--- config.mk ---
export PLATFORM = sky130hd
export DESIGN_NAME = dmem_dma_engine
export DESIGN_NICKNAME = d
export VERILOG_FILES = /design/src/rtl/dmem_dma_engine_pkg.sv /design/src/rtl/dmem_dma_engine.sv
export SDC_FILE = /design/constraint.sdc
export NUM_CORES = 1
export LEC_CHECK = 0
export BUFFER_PORTS_ARGS = -buffer_cell sky130_fd_sc_hd__clkbuf_2
export CORE_MARGIN = 1.5
export CORE_UTILIZATION = 35
export CTS_CLUSTER_SIZE = 25
export DETAILED_ROUTE_END_ITERATION = 6
export PLACE_DENSITY_LB_ADDON = 0.1
export SLEW_MARGIN = 20
export SYNTH_ARGS = -nofsm -noshare
export SYNTH_HDL_FRONTEND = slang
export SYNTH_SLANG_ARGS = --single-unit
--- constraint.sdc ---
create_clock -name clk -period 3.03 [get_ports clk]
set_clock_uncertainty 0.2 [all_clocks]
set_input_delay 0.1515 -clock clk [delete_from_list [all_inputs] [get_ports clk]]
set_output_delay 0.1515 -clock clk [all_outputs]
set_load 0.005 [all_outputs]
--- src/rtl/dmem_dma_engine_pkg.sv ---
// Shared definitions for the data-memory DMA engine: FSM state encodings and job mode constants.
package dmem_dma_engine_pkg;

  localparam logic [2:0] S_IDLE = 3'd0;
  localparam logic [2:0] S_RD   = 3'd1;
  localparam logic [2:0] S_WR   = 3'd2;
  localparam logic [2:0] S_FILL = 3'd3;
  localparam logic [2:0] S_DONE = 3'd4;

  localparam logic MODE_COPY = 1'b0;
  localparam logic MODE_FILL = 1'b1;

endpackage

--- src/rtl/dmem_dma_engine.sv ---
// Block COPY / FILL master for the single-port data memory; owns the port while mem_req is high.
// Job interface: start is a one-shot request honoured only in IDLE; done is a single-cycle pulse.
module dmem_dma_engine
  import dmem_dma_engine_pkg::*;
#(
  parameter int MEM_ADDR_WIDTH = 5,
  parameter int MEM_DATA_WIDTH = 16,
  parameter int MEM_NUMBER     = 32
) (
  input  logic                      clk,
  input  logic                      rst_n,
  input  logic                      start,
  input  logic                      mode,
  input  logic [MEM_ADDR_WIDTH-1:0] src_addr,
  input  logic [MEM_ADDR_WIDTH-1:0] dst_addr,
  input  logic [MEM_ADDR_WIDTH:0]   len,
  input  logic [MEM_DATA_WIDTH-1:0] fill_data,
  output logic                      busy,
  output logic                      done,
  output logic                      mem_req,
  output logic                      MemWEn,
  output logic [MEM_ADDR_WIDTH-1:0] addr,
  output logic [MEM_DATA_WIDTH-1:0] dataw,
  input  logic [MEM_DATA_WIDTH-1:0] datar,
  output logic [2:0]                dbg_state
);

  localparam int CW = $clog2(MEM_NUMBER) + 1;
  localparam logic [CW-1:0] CNT_ONE = CW'(1);
  localparam logic [MEM_ADDR_WIDTH-1:0] PTR_ONE = MEM_ADDR_WIDTH'(1);

  logic [2:0]                state;
  logic [MEM_ADDR_WIDTH-1:0] src_ptr;
  logic [MEM_ADDR_WIDTH-1:0] dst_ptr;
  logic [CW-1:0]             cnt;
  logic [MEM_DATA_WIDTH-1:0] rd_buf;
  logic [MEM_DATA_WIDTH-1:0] fill_reg;

  always_ff @(posedge clk or negedge rst_n) begin
    if (!rst_n) begin
      state    <= S_IDLE;
      src_ptr  <= '0;
      dst_ptr  <= '0;
      cnt      <= '0;
      rd_buf   <= '0;
      fill_reg <= '0;
    end else begin
      case (state)
        S_IDLE: begin
          if (start) begin
            src_ptr  <= src_addr;
            dst_ptr  <= dst_addr;
            cnt      <= len;
            fill_reg <= fill_data;
            if (len == '0)             state <= S_DONE;
            else if (mode == MODE_FILL) state <= S_FILL;
            else                        state <= S_RD;
          end
        end
        S_RD: begin
          rd_buf  <= datar;
          src_ptr <= src_ptr + PTR_ONE;
          state   <= S_WR;
        end
        S_WR: begin
          dst_ptr <= dst_ptr + PTR_ONE;
          cnt     <= cnt - CNT_ONE;
          state   <= (cnt == CNT_ONE) ? S_DONE : S_RD;
        end
        S_FILL: begin
          dst_ptr <= dst_ptr + PTR_ONE;
          cnt     <= cnt - CNT_ONE;
          if (cnt == CNT_ONE) state <= S_DONE;
        end
        S_DONE:  state <= S_IDLE;
        default: state <= S_IDLE;
      endcase
    end
  end

  // Memory-side outputs depend only on state and registered pointers, never on start/datar.
  always_comb begin
    busy    = (state != S_IDLE);
    mem_req = busy;
    done    = (state == S_DONE);
    MemWEn  = (state == S_WR) || (state == S_FILL);
    addr    = '0;
    dataw   = '0;
    case (state)
      S_RD:   addr = src_ptr;
      S_WR: begin
        addr  = dst_ptr;
        dataw = rd_buf;
      end
      S_FILL: begin
        addr  = dst_ptr;
        dataw = fill_reg;
      end
      default: begin
        addr  = '0;
        dataw = '0;
      end
    endcase
  end

  assign dbg_state = state;

endmodule

==> flow_metrics.tcl <==
set metrics [dict create \
    start_kind "flop" \
    max_stage_delay_ns 0.62 \
    crit_arrival_ns 1.81 \
    timing.fmax_mhz 461.7 \
    antenna_found_initial 0 \
    hold_path_class "input port to flop" \
    crit_required_ns 2.68 \
    cts.clk_slew.worst_paths_ns 0.09 \
    ys_types 43 \
    drt_iter0_markers 90 \
    cap_violations 0 \
    first_global_vias 2330 \
    yosys_warnings 0 \
    ant_nets 0 \
    place.port_buffers 79 \
    grt_first_pass_wirelength_mm 11.59 \
    die_w_um 91.06 \
    hold_viol_final 0 \
    p_leak_nw 1.870 \
    syn_area_per_cell_um2 10.09 \
    grt_overflow 0 \
    cts.sinks 51 \
    synth-seq-cells 51 \
    ir_worst_vdd_mv 0.3626 \
    dr.pass1.iters 6 \
    ys_seq_area_share_pct 47.03 \
    status "completed" \
    io-pin-count 80 \
    maxSlewViolCount 0 \
    wl_per_cell_um 14.19 \
    dpl.hpwl_mm 4.643 \
    setup_violations 0 \
    dieArea_um2 8291 \
    path_cells "nor3b_4 > a22o_1 > clkbuf_2" \
    cts_resized 0 \
    grt.total_usage_pct 17.50 \
    layout.nets 447 \
    num_vias 2399 \
    synth_area_um2 2714 \
    final.period_utilization_pct 71.49 \
    core_um2 7370 \
    start_util_pct 36.83 \
    root_buffer "clkbuf_8" \
    final_cell_mix "79 x clkbuf_2, 53 x nand2_1, 51 x dfrtp_1, 47 x dlygate4sd3_1, 24 x nor2_1" \
    post_cts_buffers 0 \
    post-route-drc-count 0 \
    rsz0062_at_grt "false" \
    gp_congestion 0.7677 \
    max-slew-margin-rel_pct 36.03 \
    wl_mm 6.969 \
    cts_tree "built" \
    pwr_density_cell_nw_per_um2 837.0 \
    die_h_um 91.06 \
    cp_max_fo 12 \
    grt_max_degree 38 \
    syn2layout_area_growth_pct 38.77 \
    slowest_stage "nor3b_4" \
    row_count 31 \
    htreeDepth 2 \
    antenna_cells 0 \
    synthCells 269 \
    final_common_cell "clkbuf_2" \
    final_util_pct 51.10 \
    path_class "flop to output port" \
    tns_ns 0 \
    tightest_slew_ns 0.9596 \
    viasPerCell 4.886 \
    numCtsBuffers 5 \
    cts_hold_buf 47 \
    period_minus_slack_ns 2.166 \
    syn-num-nets 325 \
    drive_gt1_share_pct 31.89 \
    clk_latency_ns 0.31 \
    clockBufferDepth 2 \
    critPathCaptureType "output port" \
]
-- layer usage --
layer | wire length [um] | track usage (%) | vias to the layer above
li1 | - | - | 1197
met1 | 3300 | 24.04 | 1125
met2 | 3252 | 28.17 | 71
met3 | 357 | 3.183 | 6
met4 | 59 | 4.818 | 0
met5 | 0 | 0 | -
-- path summary, 6_finish.rpt --
kind                              startpoint      endpoint  slack [ns]  cells after the start
worst max-delay path            dbg_state[2]       addr[1]        0.86                      3
worst min-delay path                    mode  dbg_state[1]        0.02                      3
worst max register to register  dbg_state[2]    dst_ptr[4]        0.96                      4
worst min register to register   fill_reg[6]   fill_reg[6]        0.28                      2
max in group asynchronous              rst_n   fill_reg[9]        1.59                      3
min in group asynchronous              rst_n   fill_reg[0]        0.31                      2
-- where the power goes --
group / switching [mW] / internal (mW) / total, mW / leakage [nW]
clock network: 0.232 / 0.166 / 0.399 / 0.0454
logic: 0.675 / 0.803 / 1.48 / 1.22
registers: 0.268 / 1.01 / 1.28 / 0.606
total: 1.18 / 1.98 / 3.15 / 1.87
-- layout make-up --
type / count / area [um2]
timing repair buffer: 134 / 938.4
inverter: 7 / 26.28
fill: 724 / 3603
multi-input combinational: 192 / 1311
sequential: 51 / 1276
clock inverter: 2 / 17.52
clock buffer: 6 / 72.57
tap: 99 / 123.9
-- cell usage after synthesis (all sizes together) --
| master | n | area [um2] |
|---|---|---|
| a31oi | 5 | 31.28 |
| o221a | 8 | 90.09 |
| o22ai | 1 | 6.260 |
| nand4 | 2 | 12.51 |
| o21ai | 5 | 25.02 |
| and3 | 2 | 12.51 |
| a21o | 1 | 7.510 |
| clkbuf | 3 | 11.26 |
| and3b | 1 | 8.760 |
| nor4bb | 2 | 20.02 |
| nor2 | 24 | 90.09 |
| or2 | 1 | 6.260 |
| o211ai | 3 | 22.52 |
| nor4b | 2 | 32.53 |
| or4b | 1 | 13.76 |
| nor3 | 4 | 20.02 |
| nand3 | 10 | 50.05 |
| nand2b | 1 | 6.260 |
| nor2b | 3 | 18.77 |
| or3b | 1 | 8.760 |
| mux2i | 19 | 190.2 |
| nor4 | 2 | 12.51 |
| o311a | 1 | 10.01 |
| and4b | 1 | 10.01 |
| a311o | 2 | 20.02 |
| a22oi | 1 | 7.510 |
| buf | 16 | 95.09 |
| nand2 | 53 | 198.9 |
| inv | 7 | 26.28 |
| or3 | 1 | 6.260 |
| ha | 4 | 50.05 |
| mux2 | 19 | 214.0 |
| a221o | 1 | 10.01 |
| nor3b | 2 | 20.02 |
| dfrtp | 51 | 1276 |
| a22o | 5 | 43.79 |
| and2 | 2 | 12.51 |
| nand4b | 1 | 8.760 |
| or4 | 1 | 7.510 |
-- worst max-delay path, delay by kind of cell (launching register included) --
kind | cells | cell delay (ns)
AOI/OAI and AO/OA | 1 | 0.22
buffers and inverters | 1 | 0.12
DFF | 1 | 0.55
and+or+nand+nor | 1 | 0.62
-- kinds of logic (layout without fill, tap and decap cells) --
group	after synthesis	count (layout)	synth area share [%]
adders and majority gates	4	4	1.844
buffers and inverters	26	149	4.887
DFF	51	51	47.03
AOI/OAI and AO/OA	33	33	10.10
and+or+nand+nor	117	117	21.25
muxes	38	38	14.89
-- metrics by stage --
stage | power [mW] | worst slack, ns | hold WS (ns) | std cells | cell area (um2)
after global placement | 2.717 | 1.039 | 0.1434 | 436 | 3206
after global routing | 3.443 | 0.7160 | 0.01560 | 491 | 3766
after floorplan | 2.226 | 1.213 | -0.3441 | 269 | 2714
after CTS | 3.200 | 0.8486 | 0.01074 | 491 | 3766
final | 3.152 | 0.8640 | 0.01536 | 491 | 3766
after detailed placement | 2.732 | 0.9644 | 0.1445 | 436 | 3206
No activity file was read; power rests on OpenSTA's default activity.
